===== src/rtl/color_scale.sv =====
// Per-channel RGB scaler: each 8-bit channel becomes floor(ch / DENOM), registered once.
// Power-of-two divisors are plain shifts; the others use a reciprocal multiply that is exact for 0..255.
module color_scale #(
  parameter logic [2:0] DENOM = 3'd2
) (
  input  logic       clk,
  input  logic       rst_n,
  input  logic       in_valid,
  input  logic [7:0] r_in,
  input  logic [7:0] g_in,
  input  logic [7:0] b_in,
  output logic       out_valid,
  output logic [7:0] r_out,
  output logic [7:0] g_out,
  output logic [7:0] b_out
);

  localparam bit IS_POW2 = (DENOM == 3'd1) || (DENOM == 3'd2) || (DENOM == 3'd4);

  // (x * MULT) >> SHIFT == floor(x / DENOM) for every 8-bit x; the error term stays below 1/DENOM.
  localparam int SHIFT = (DENOM == 3'd1) ? 0  :
                         (DENOM == 3'd2) ? 1  :
                         (DENOM == 3'd4) ? 2  :
                         (DENOM == 3'd3) ? 9  :
                         (DENOM == 3'd5) ? 10 :
                         (DENOM == 3'd6) ? 10 : 11;

  localparam logic [8:0] MULT = (DENOM == 3'd3) ? 9'd171 :
                                (DENOM == 3'd5) ? 9'd205 :
                                (DENOM == 3'd6) ? 9'd171 :
                                (DENOM == 3'd7) ? 9'd293 : 9'd1;

  generate
    if (DENOM == 3'd0) begin : g_bad_denom
      $error("color_scale: DENOM must be in 1..7");
    end
  endgenerate

  function automatic logic [7:0] scale(input logic [7:0] x);
    logic [16:0] prod;
    prod = x * MULT;
    if (IS_POW2) return x >> SHIFT;
    return 8'(prod >> SHIFT);
  endfunction

  always_ff @(posedge clk) begin
    if (!rst_n) begin
      out_valid <= 1'b0;
      r_out     <= 8'h00;
      g_out     <= 8'h00;
      b_out     <= 8'h00;
    end else begin
      out_valid <= in_valid;
      if (in_valid) begin
        r_out <= scale(r_in);
        g_out <= scale(g_in);
        b_out <= scale(b_in);
      end
    end
  end

endmodule


===== config.mk =====
export PLATFORM = sky130hd
export DESIGN_NAME = color_scale
export DESIGN_NICKNAME = d
export VERILOG_FILES = /design/src/rtl/color_scale.sv
export SDC_FILE = /design/constraint.sdc
export NUM_CORES = 1
export LEC_CHECK = 0
export BUFFER_PORTS_ARGS = -buffer_cell sky130_fd_sc_hd__buf_2
export CORE_MARGIN = 10
export CORE_UTILIZATION = 41
export DETAILED_ROUTE_END_ITERATION = 16
export GPL_ROUTABILITY_DRIVEN = 1
export PLACE_DENSITY = 0.76
export SLEW_MARGIN = 10
export SYNTH_ARGS = -nofsm -noshare
export SYNTH_HDL_FRONTEND = slang
export SYNTH_SLANG_ARGS = --single-unit

===== constraint.sdc =====
create_clock -name clk -period 0.8 [get_ports clk]
set_input_delay 0.12 -clock clk [delete_from_list [all_inputs] [get_ports clk]]
set_output_delay 0.12 -clock clk [all_outputs]
set_load 0.03 [all_outputs]

==> results of run 1 <==
-- repair_timing --
action                     CTS  global route
resized for setup           66             0
setup buffers                0             1
setup endpoints to repair   22            22
gates cloned                 0             0
-- layer usage --
metal	GRT usage	up-vias	routed length (um)
met3	0.0661	2	331
met2	0.141	34	962
li1	-	322	-
met5	0	-	0
met4	0.0471	0	22
met1	0.0992	288	841
-- worst min path at each step --
stage / to / slack [ns] / cells past startpoint
2_1_floorplan: g_out[4] / 0.25 / 1
5_1_grt: r_out[1] / 0.05 / 3
6_report: g_out[6] / 0.06 / 3
3_3_place_gp: b_out[5] / 0.37 / 3
3_5_place_dp: g_out[1] / 0.39 / 3
4_1_cts: g_out[6] / 0.05 / 3
-- worst min-delay path, stage by stage --
cell and delay, ns:
sky130_fd_sc_hd__buf_2 0.07, sky130_fd_sc_hd__mux2i_1 0.05, sky130_fd_sc_hd__nor2b_1 0.09
-- area by class of cell --
class	instances	area (sq um)	share of cell area
timing repair buffer	48	410	0.314
clock buffer	4	36.3	0.0278
tap	27	33.8	0.0258
sequential	22	468	0.358
multi-input combinational	46	359	0.275
-- power by group --
part | internal, uW | total (uW) | switching, uW
clock network | 278 | 618 | 340
logic | 258 | 526 | 268
registers | 1170 | 1220 | 44.1
-- cell families after synthesis --
kind of cell / share of synthesized area
flops: 0.504
simple gates: 0.158
buf+inv: 0.0931
mux: 0.241
other cells: 0.00429
-- synth_stat cells, drive strengths merged --
library cell  instances  area [sq um]
conb                  1          3.75
nor2b                21           131
and2                  1          6.26
mux2i                21           210
buf                   6          73.8
dfxtp                22           440
clkbuf                2          7.51
-- sequential cells by signal (all words and copies together), names as in the netlist --
signal     cells
b_out          7
g_out          7
out_valid      1
r_out          7
-- through the flow --
step / power, uW / utilization / hold WS [ns] / setup slack (ns) / cell area [sq um]
CTS: 2390 / 0.649 / 0.0461 / -0.138 / 1300
global route: 2480 / 0.653 / 0.0497 / -0.167 / 1310
global placement: 1650 / 0.549 / 0.375 / 0.0204 / 1100
detailed placement: 1660 / 0.549 / 0.387 / -0.0184 / 1100
finish: 2360 / 0.653 / 0.0580 / -0.124 / 1310
floorplan: 1530 / - / 0.248 / 0.0485 / 881
==> results_dict.tcl, run 1 <==
set metrics [dict create \
    hold_violations 0 \
    timing.critical_path.slowest_cell_delay_ns 0.36 \
    grt_start_max_net_pins 23 \
    worstSetupStartpoint "g_out[3]" \
    fin_setup_tns_ns -2.45 \
    irDropWorstVdd_mv 0.969 \
    rsz0062_at_grt "yes" \
    grt_pass1_wl_mm 3.21 \
    area_growth_pct 49.7 \
    globalRouteOverflowTotal 0 \
    timing.final.setup_violations 22 \
    design.die.area_sq_um 4380 \
    tritoncts "done" \
    number_of_buffer_and_inverter_instances_along_the_worst_setup_path 1 \
    core_area_sq_um 2000 \
    clock_tree.root_cell "sky130_fd_sc_hd__clkbuf_4" \
    slew_viol_final 0 \
    fillers 166 \
    worst_setup_path_end_kind "output port" \
    initial_utilization 0.436 \
    worstHoldPathType "input port to flop" \
    worstPathArrival_ns 0.80 \
    timing.critical_path.cells "buf_6" \
    htree_num_levels 1 \
    worst_setup_path_endpoint "g_out[3]" \
    failed_checks "setup timing" \
    post_route_ant_nets 0 \
    drt-total-wl_mm 2.16 \
    ys.warnings.count 0 \
    required_ns 0.68 \
    critical_path.reg2reg.startpoint "b_out[6]" \
    floorplan.die.width_um 66.2 \
    timing.final.ws_setup_ns -0.124 \
    grt_antenna_before_repair 0 \
    worstSkewPairLatency_ns 0.31 \
    detail_route.wl_per_cell_um 14.7 \
    syn_avg_cell_area_sq_um 11.8 \
    min_period_ns 0.924 \
    clock_path_buffers 2 \
    io_pins 52 \
    mostFrequentLayoutCells "sky130_fd_sc_hd__buf_2, sky130_fd_sc_hd__dfxtp_2, sky130_fd_sc_hd__buf_6" \
    cts_made_buffers 3 \
    holdCritStartpoint "g_in[7]" \
    via_count 646 \
    finalClockSkew_ns 0 \
    cts_hold_buf 0 \
    synth.cell_area_sq_um 873 \
    drt_first_pass_iters 2 \
    final_net_count 148 \
    synth_cells 74 \
    num_antenna_cells 0 \
    post_layout_nonfiller_instances 147 \
    mostFrequentLayoutCell "sky130_fd_sc_hd__buf_2" \
    ff2ff_setup_slack_ns 0.03 \
    power.static_leakage_uw 0.000632 \
    path_class "flop to output port" \
    num_rows 16 \
    drt_iter0_drc 8 \
    fmax_mhz 1080 \
    timing.critical_path.from_type "flop" \
    rr_worst_depth 3 \
    grt_util_all_layers 0.0950 \
    worst_setup_hold_path_clk_slew_ns 0.12 \
    netlist-cell-type-count 9 \
    yosysSeqAreaShare 0.504 \
    crit_path_max_fanout 2 \
    run_status "complete, but fails checks" \
    crit_slowest_cell "sky130_fd_sc_hd__dfxtp_2" \
    avgViaCountPerCell 4.39 \
    drc 0 \
    clock_sinks 22 \
    path_depth 1 \
    max_cap_viol_count 0 \
    number_of_global_route_vias_before_repair 703 \
    finalCritPeriodShare 1.15 \
    power.density_nw_per_um2 1810 \
    place_congestion 0.677 \
    ys_ff_latch 22 \
    die_h_um 66.2 \
    cell_count_after_placement 142 \
    critical_path.top_delay_family "flip-flops" \
    drive_gt1_frac 0.617 \
    port_buffers 45 \
    r2r-end "b_out[6]" \
]
Power figures use the tool's default switching activity.
==> inputs of run 2 (changes only) <==
--- a/config.mk
+++ b/config.mk
@@ -6,11 +6,13 @@
 export NUM_CORES = 1
 export LEC_CHECK = 0
 export BUFFER_PORTS_ARGS = -buffer_cell sky130_fd_sc_hd__buf_2
+export CELL_PAD_IN_SITES_DETAIL_PLACEMENT = 1
+export CELL_PAD_IN_SITES_GLOBAL_PLACEMENT = 1
 export CORE_MARGIN = 10
-export CORE_UTILIZATION = 41
+export CORE_UTILIZATION = 30
 export DETAILED_ROUTE_END_ITERATION = 16
 export GPL_ROUTABILITY_DRIVEN = 1
-export PLACE_DENSITY = 0.76
+export PLACE_DENSITY_LB_ADDON = 0.1
 export SLEW_MARGIN = 10
 export SYNTH_ARGS = -nofsm -noshare
 export SYNTH_HDL_FRONTEND = slang
==> constraint.sdc (replaced) <==
create_clock -name clk -period 0.87 [get_ports clk]
set_input_delay 0.1305 -clock clk [delete_from_list [all_inputs] [get_ports clk]]
set_output_delay 0.1305 -clock clk [all_outputs]
set_load 0.03 [all_outputs]
==> run 2 against run 1 <==
The run still ends with setup timing left. Sequential share of layout area fell by 0.34 points. Cell area grew 0.96%. Count of clock-buffer cells in the layout is the same. Die area increased by 25%. Power decreased by 7.9%. Register-to-register slack improved by 0.07 ns. Sequential cell count stayed put. Critical endpoint is now g_out[1]. Hold slack improved by 0.015 ns. Setup slack better by 0.063 ns.
==> results_dict.tcl, run 2 (synthesis gave the netlist of run 1 again) <==
set metrics [dict create \
    worstHoldPathType "input port to flop" \
    run_status "complete, but fails checks" \
    grt_util_all_layers 0.0786 \
    timing.critical_path.slowest_cell_delay_ns 0.36 \
    fin_setup_tns_ns -1.04 \
    grt_pass1_wl_mm 3.33 \
    required_ns 0.74 \
    power_uw 2180 \
    crit_slowest_cell "sky130_fd_sc_hd__dfxtp_2" \
    worstPathArrival_ns 0.80 \
    max_cap_viol_count 0 \
    detail_route.wl_per_cell_um 14.4 \
    globalRouteOverflowTotal 0 \
    tritoncts "done" \
    clock_sinks 22 \
    area_growth_pct 51.1 \
    timing.final.setup_violations 22 \
    fillers 305 \
    drc 0 \
    finalClockSkew_ns 0 \
    min_period_ns 0.930 \
    number_of_global_route_vias_before_repair 717 \
    num_antenna_cells 0 \
    reg_top3 "b_out x7, g_out x7, r_out x7" \
    io_pins 52 \
    power.density_nw_per_um2 1650 \
    timing.critical_path.cells "buf_6" \
    grt_start_max_net_pins 23 \
    cts_hold_buf 0 \
    area_used_by_multi_input_combinational_logic_sq_um 359 \
    post_layout_nonfiller_instances 152 \
    port_buffers 45 \
    post_route_ant_nets 0 \
    finalCritPeriodShare 1.07 \
    design.die.area_sq_um 5470 \
    fmax_mhz 1080 \
    clock_tree.root_cell "sky130_fd_sc_hd__clkbuf_4" \
    setup_slack_at_placement_ns 0.0628 \
    cts_made_buffers 3 \
    drt-total-wl_mm 2.19 \
    grt_antenna_before_repair 0 \
    failed_checks "setup timing" \
    initial_utilization 0.314 \
    die_h_um 74.0 \
    worst_setup_path_end_kind "output port" \
    mostFrequentLayoutCells "sky130_fd_sc_hd__buf_2, sky130_fd_sc_hd__dfxtp_2, sky130_fd_sc_hd__buf_6" \
    floorplan.die.width_um 74.0 \
    avgViaCountPerCell 4.28 \
    critical_path.top_delay_family "flip-flops" \
    num_rows 19 \
    cell_count_after_placement 146 \
    slew_viol_final 0 \
    sequential_cell_area_sq_um 468 \
    power.static_leakage_uw 0.000637 \
    place_hpwl_mm 1.67 \
    crit_path_max_fanout 2 \
    drt_iter0_drc 10 \
    mostFrequentLayoutCell "sky130_fd_sc_hd__buf_2" \
    irDropWorstVdd_mv 0.810 \
    core_area_sq_um 2780 \
    worst_setup_hold_path_clk_slew_ns 0.13 \
    drive_gt1_frac 0.620 \
    number_of_buffer_and_inverter_instances_along_the_worst_setup_path 1 \
    worstSkewPairLatency_ns 0.30 \
    timing.final.ws_setup_ns -0.0602 \
    clock_path_buffers 2 \
    final_net_count 149 \
    drt_first_pass_iters 2 \
    path_class "flop to output port" \
    hold_violations 0 \
    htree_num_levels 1 \
    rsz0062_at_grt "yes" \
    via_count 651 \
    timing.critical_path.from_type "flop" \
    place_congestion 0.623 \
]
[run 2: worst paths after layout]
check                                 to  slack [ns]      from  cells past startpoint
worst max-delay path            g_out[1]       -0.06  g_out[1]                      1
worst min-delay path            r_out[5]        0.07   r_in[6]                      3
worst max register to register  b_out[0]        0.10  b_out[0]                      3
worst min register to register  b_out[1]        0.53  b_out[1]                      2
[run 2: layer usage]
| layer | global-route usage | part of all wire | up-vias |
|---|---|---|---|
| li1 | - | - | 326 |
| met1 | 0.0721 | 0.34 | 294 |
| met2 | 0.132 | 0.50 | 29 |
| met3 | 0.0532 | 0.15 | 2 |
| met4 | 0.0373 | 0.0059 | 0 |
| met5 | 0 | 0 | - |
[run 2: through the flow]
step	cell area, sq um	utilization	hold WS, ns
CTS	1310	0.469	0.0655
detailed placement	1100	0.397	0.399
floorplan	881	-	0.259
global route	1320	0.475	0.0476
finish	1320	0.475	0.0734
global placement	1100	0.397	0.386
[run 2: area by class of cell]
type	instances	area share
Sequential cell	22	0.355
Timing Repair Buffer	49	0.317
Multi-Input combinational cell	46	0.272
Tap cell	31	0.0294
Clock buffer	4	0.0275
[run 2: what timing repair did]
| action | in CTS | in global routing |
|---|---|---|
| buffers inserted | 0 | 2 |
| resized for setup | 66 | 0 |
| hold endpoints to repair | 0 | 0 |
| pin swaps | 0 | 0 |
| endpoints found under the setup margin | 22 | 22 |
[run 2: power breakdown]
group | switching [uW] | leakage, uW | internal [uW]
Clock | 317 | 0.0000210 | 255
Sequential | 39.8 | 0.000189 | 1080
Combinational | 245 | 0.000427 | 240
Total | 601 | 0.000637 | 1570
